`src/rtl/mbscore_int_requester.sv`:
```
// Device-side interrupt requester: latches IRQ sources, arbitrates by fixed
// priority, presents a vector until ack, tracks the handler until EOI.
module mbscore_int_requester #(
  parameter int NUM_SRC = 7,
  parameter int VEC_WIDTH = 3,
  parameter logic [NUM_SRC-1:0] EDGE_MASK = 7'b1111111
) (
  input  logic                 clk,
  input  logic                 rst_n,
  input  logic [NUM_SRC-1:0]   irq_in,
  input  logic [NUM_SRC-1:0]   irq_mask,
  input  logic                 int_ack,
  input  logic                 int_eoi,
  output logic [VEC_WIDTH-1:0] int_vec,
  output logic                 int_active,
  output logic [NUM_SRC-1:0]   pending
);

  typedef enum logic [1:0] {
    IDLE,
    REQ,
    SERVICE
  } state_t;

  state_t state, state_n;

  logic [NUM_SRC-1:0]   irq_d;
  logic [NUM_SRC-1:0]   pend_e;
  logic [NUM_SRC-1:0]   rise;
  logic [NUM_SRC-1:0]   clr;
  logic [NUM_SRC-1:0]   elig;
  logic [NUM_SRC-1:0]   win_oh;
  logic [NUM_SRC-1:0]   sel_oh, sel_n;
  logic [VEC_WIDTH-1:0] win_code;
  logic [VEC_WIDTH-1:0] vec_n;
  logic                 act_n;
  logic                 withdraw;

  // Edge sources are latched; level sources follow the line directly.
  assign rise    = irq_in & ~irq_d & EDGE_MASK;
  assign pending = (pend_e & EDGE_MASK) | (irq_in & ~EDGE_MASK);
  assign elig    = pending & ~irq_mask;
  assign withdraw = |(sel_oh & (irq_mask | ~pending));

  always_comb begin
    win_oh   = '0;
    win_code = '0;
    for (int i = NUM_SRC - 1; i >= 0; i--) begin
      if (elig[i]) begin
        win_oh    = '0;
        win_oh[i] = 1'b1;
        win_code  = VEC_WIDTH'(i + 1);
      end
    end
  end

  always_comb begin
    state_n = state;
    vec_n   = int_vec;
    act_n   = int_active;
    sel_n   = sel_oh;
    clr     = '0;
    unique case (state)
      IDLE: begin
        vec_n = '0;
        if (|elig) begin
          state_n = REQ;
          vec_n   = win_code;
          sel_n   = win_oh;
        end
      end
      REQ: begin
        if (int_ack) begin
          state_n = SERVICE;
          vec_n   = '0;
          act_n   = 1'b1;
          clr     = sel_oh & EDGE_MASK;
        end else if (withdraw) begin
          state_n = IDLE;
          vec_n   = '0;
        end
      end
      SERVICE: begin
        vec_n = '0;
        if (int_eoi) begin
          state_n = IDLE;
          act_n   = 1'b0;
        end
      end
      default: begin
        state_n = IDLE;
        vec_n   = '0;
        act_n   = 1'b0;
      end
    endcase
  end

  always_ff @(posedge clk or negedge rst_n) begin
    if (!rst_n) begin
      state      <= IDLE;
      int_vec    <= '0;
      int_active <= 1'b0;
      sel_oh     <= '0;
      irq_d      <= '0;
      pend_e     <= '0;
    end else begin
      state      <= state_n;
      int_vec    <= vec_n;
      int_active <= act_n;
      sel_oh     <= sel_n;
      irq_d      <= irq_in;
      pend_e     <= (pend_e & ~clr) | rise;
    end
  end

endmodule

```
`config.mk`:
```
export PLATFORM = sky130hd
export DESIGN_NAME = mbscore_int_requester
export DESIGN_NICKNAME = d
export VERILOG_FILES = /design/src/rtl/mbscore_int_requester.sv
export SDC_FILE = /design/constraint.sdc
export NUM_CORES = 1
export LEC_CHECK = 0
export CORE_MARGIN = 2
export CORE_UTILIZATION = 40
export DETAILED_ROUTE_END_ITERATION = 6
export HOLD_SLACK_MARGIN = 0.08
export PLACE_DENSITY_LB_ADDON = 0.15
export SETUP_SLACK_MARGIN = 0.15
export SLEW_MARGIN = 20
export SYNTH_ARGS = -nofsm -noshare
export SYNTH_HDL_FRONTEND = slang
export SYNTH_SLANG_ARGS = --single-unit
```
`constraint.sdc`:
```
create_clock -name clk -period 1.51 [get_ports clk]
set_clock_uncertainty 0.2 [all_clocks]
set_input_delay 0.151 -clock clk [delete_from_list [all_inputs] [get_ports clk]]
set_output_delay 0.151 -clock clk [all_outputs]
set_load 0.05 [all_outputs]
```
==> results.cfg <==
[die]
fp.dieArea_sq_um = 3540
dieWidth_microns = 59.5
io_pins = 29
die_h_microns = 59.5
start_util = 0.410
core_region_area_sq_um = 3000
rows = 20

[worst_setup_path]
cp-end-kind = flop
start_kind = flop
crit_type = reg -> reg
crit_path_max_fanout = 5
cp.arrival_ns = 1.58
required_ns = 1.55

[placed_design]
dpl.hpwl_microns = 2160
pre_cts_ws_ns = -0.340
place_congestion = 0.848
placed_cells = 195
port_buffers = 28
dpl_cell_area_sq_um = 1870

[synth]
ys_async_sr_fraction = 1.00
synth_seq_cells = 27
yosys_warnings = 0
syn_avg_cell_area_sq_um = 10.7
syn_area_sq_um = 1230
synth_edf_count = 0
synthFlopType = dfrtp_1
seq_area_frac_synth = 0.548
synthDistinctLibCells = 32
synth_cells = 115
synth.net_count = 133

[drt]
ant_nets = 0
dr.pass1.iters = 4
route.detailed.drc = 0
vias = 1045
drt_iter0_markers = 31
viasPerCell = 4.95
wirelength_microns = 3050
wire_per_inst_microns = 14.5

[clock_network]
cts_tree = built
cts-root-buf = clkbuf_4
ctsLongestPathBuffers = 2
clock-sinks = 27
clkTransAtPathRegs_ns = 0.15
clk_latency_ns = 0.34
ctsHtreeMaxLevel = 1
numCtsBuffers = 3

[status]
status = finished, violations left
violations = setup timing

[cells_and_area]
fillers = 244
fin_nets = 197
final_cells = 211
final-seq-area_sq_um = 684
fin_area_sq_um = 2090
drive_gt1_frac = 0.421
multi_input_area_sq_um = 611
area_delta_synth_final_pct = 69.2
n_antenna_cell = 0

[timing]
rsz0062_at_grt = true
hold_viol_final = 0
setup_viol = 4
fin_setup_tns_ns = -0.0940
tightest_slew_ns = 0.343
drv_slew = 0
fin_crit_sh = 1.02
period_needed_ns = 1.54
max_freq_mhz = 648
setup_slack_ns = -0.0327
relSlewSlack = 0.771

[global_route]
grt_pass1_wl_microns = 4960
grt_start_max_net_pins = 28
grt_pass1_vias = 1038
grtUsageTotal = 0.191
overflow = 0
antenna_found_initial = 0

[pwr]
p_per_area_nw_per_um2 = 1570
power_mw = 3.28
peakVddDrop_v = 0.000818
power.leakage_nw = 0.976

[worst_hold_path]
hp-class = reg -> reg

[flow_run]
maxCapViolations = 0
==> worst max-delay path, cell delays in order (launching register included) <==
cell and delay (ns):
dfrtp_2 0.47, nand2b_4 0.11, nand4_4 0.12, o21ai_4 0.23, mux2_4 0.32
==> report_power, final <==
part	switching, mW	leakage (nW)	total [mW]	internal, mW
logic	0.895	0.646	1.86	0.965
registers	0.191	0.312	1.09	0.904
clock network	0.231	0.0177	0.331	0.0998
==> through the flow <==
stage	hold slack, ns	utilization
finish	0.211	0.695
global placement	0.198	0.623
floorplan	-0.345	-
global route	0.226	0.695
detailed placement	0.205	0.623
CTS	0.215	0.679
==> Yosys cell counts (2+ instances only) <==
| cell | instances | area [sq um] |
|---|---|---|
| dfrtp_1 | 27 | 676 |
| nand2_1 | 20 | 75.1 |
| inv_1 | 10 | 37.5 |
| o21ai_0 | 10 | 50.1 |
| nor2_1 | 6 | 22.5 |
| nand2b_2 | 5 | 43.8 |
| mux2_2 | 3 | 33.8 |
| a22o_1 | 2 | 17.5 |
| a22oi_1 | 2 | 15.0 |
| and2b_1 | 2 | 15.0 |
| nand2b_4 | 2 | 27.5 |
| nand4_2 | 2 | 25.0 |
| nor2b_1 | 2 | 12.5 |
| nor3_1 | 2 | 10.0 |
| nor4_1 | 2 | 12.5 |
| o32ai_1 | 2 | 17.5 |
==> per-layer routing <==
metal / wire length [microns] / vias to the layer above / GRT usage
met5: 0 / - / 0
met4: 41 / 0 / 0.0762
met3: 90 / 4 / 0.0240
met2: 1440 / 21 / 0.297
met1: 1480 / 498 / 0.269
li1: - / 522 / -
==> sequential cells by signal (all words and copies together) (netlist names) <==
name        flops
pending         7
irq_d           7
int_active      1
state           2
int_vec         3
sel_oh          7
==> logic make-up (layout without fill, tap and decap cells) <==
logic type | Yosys count | count (layout) | share of synthesized area
AO/OA/AOI/OAI | 25 | 25 | 0.146
buffers and inverters | 12 | 75 | 0.0396
flip-flops | 27 | 27 | 0.548
multiplexers | 3 | 3 | 0.0274
AND/OR/NAND/NOR | 48 | 48 | 0.239
==> cells in the final DEF (no fill, tap or decap), drive strengths merged, types with 2 or more instances in the layout <==
cell and n:
a22o 2, a22oi 3, and2b 2, buf 36, clkbuf 3, clkdlybuf4s50 17
dfrtp 27, dlygate4sd3 8, inv 10, mux2 3, nand2 20, nand2b 7
nand4 2, nor2 6, nor2b 2, nor3 2, nor4 2, o21ai 11
o32ai 2
==> cell type report <==
class / instances / area share
inverter: 10 / 0.0180
clock inverter: 1 / 0.00240
timing repair buffer: 61 / 0.328
clock buffer: 3 / 0.0108
sequential: 27 / 0.328
multi-input combinational: 76 / 0.293
tap: 33 / 0.0198
==> worst paths after layout <==
path	cells past startpoint	end	startpoint	slack [ns]
setup / recovery	4	sel_oh[5]	pending[5]	-0.03
min in group asynchronous	3	irq_d[1]	rst_n	0.51
max in group asynchronous	3	pending[6]	rst_n	0.32
hold / removal	1	pending[4]	irq_d[4]	0.21
hold reg to reg	1	pending[4]	irq_d[4]	0.21
setup reg to reg	4	sel_oh[5]	pending[5]	-0.03
==> repair_timing <==
action                                  4_1_cts  5_1_grt
resized for setup                            19        8
hold buffers                                  8        0
endpoints found under the setup margin       26       26
endpoints found under the hold margin        34        0
cloned                                        0        0
pin swaps                                    19        4
buffers inserted                              2        2
No activity file was read; power rests on OpenSTA's default activity.
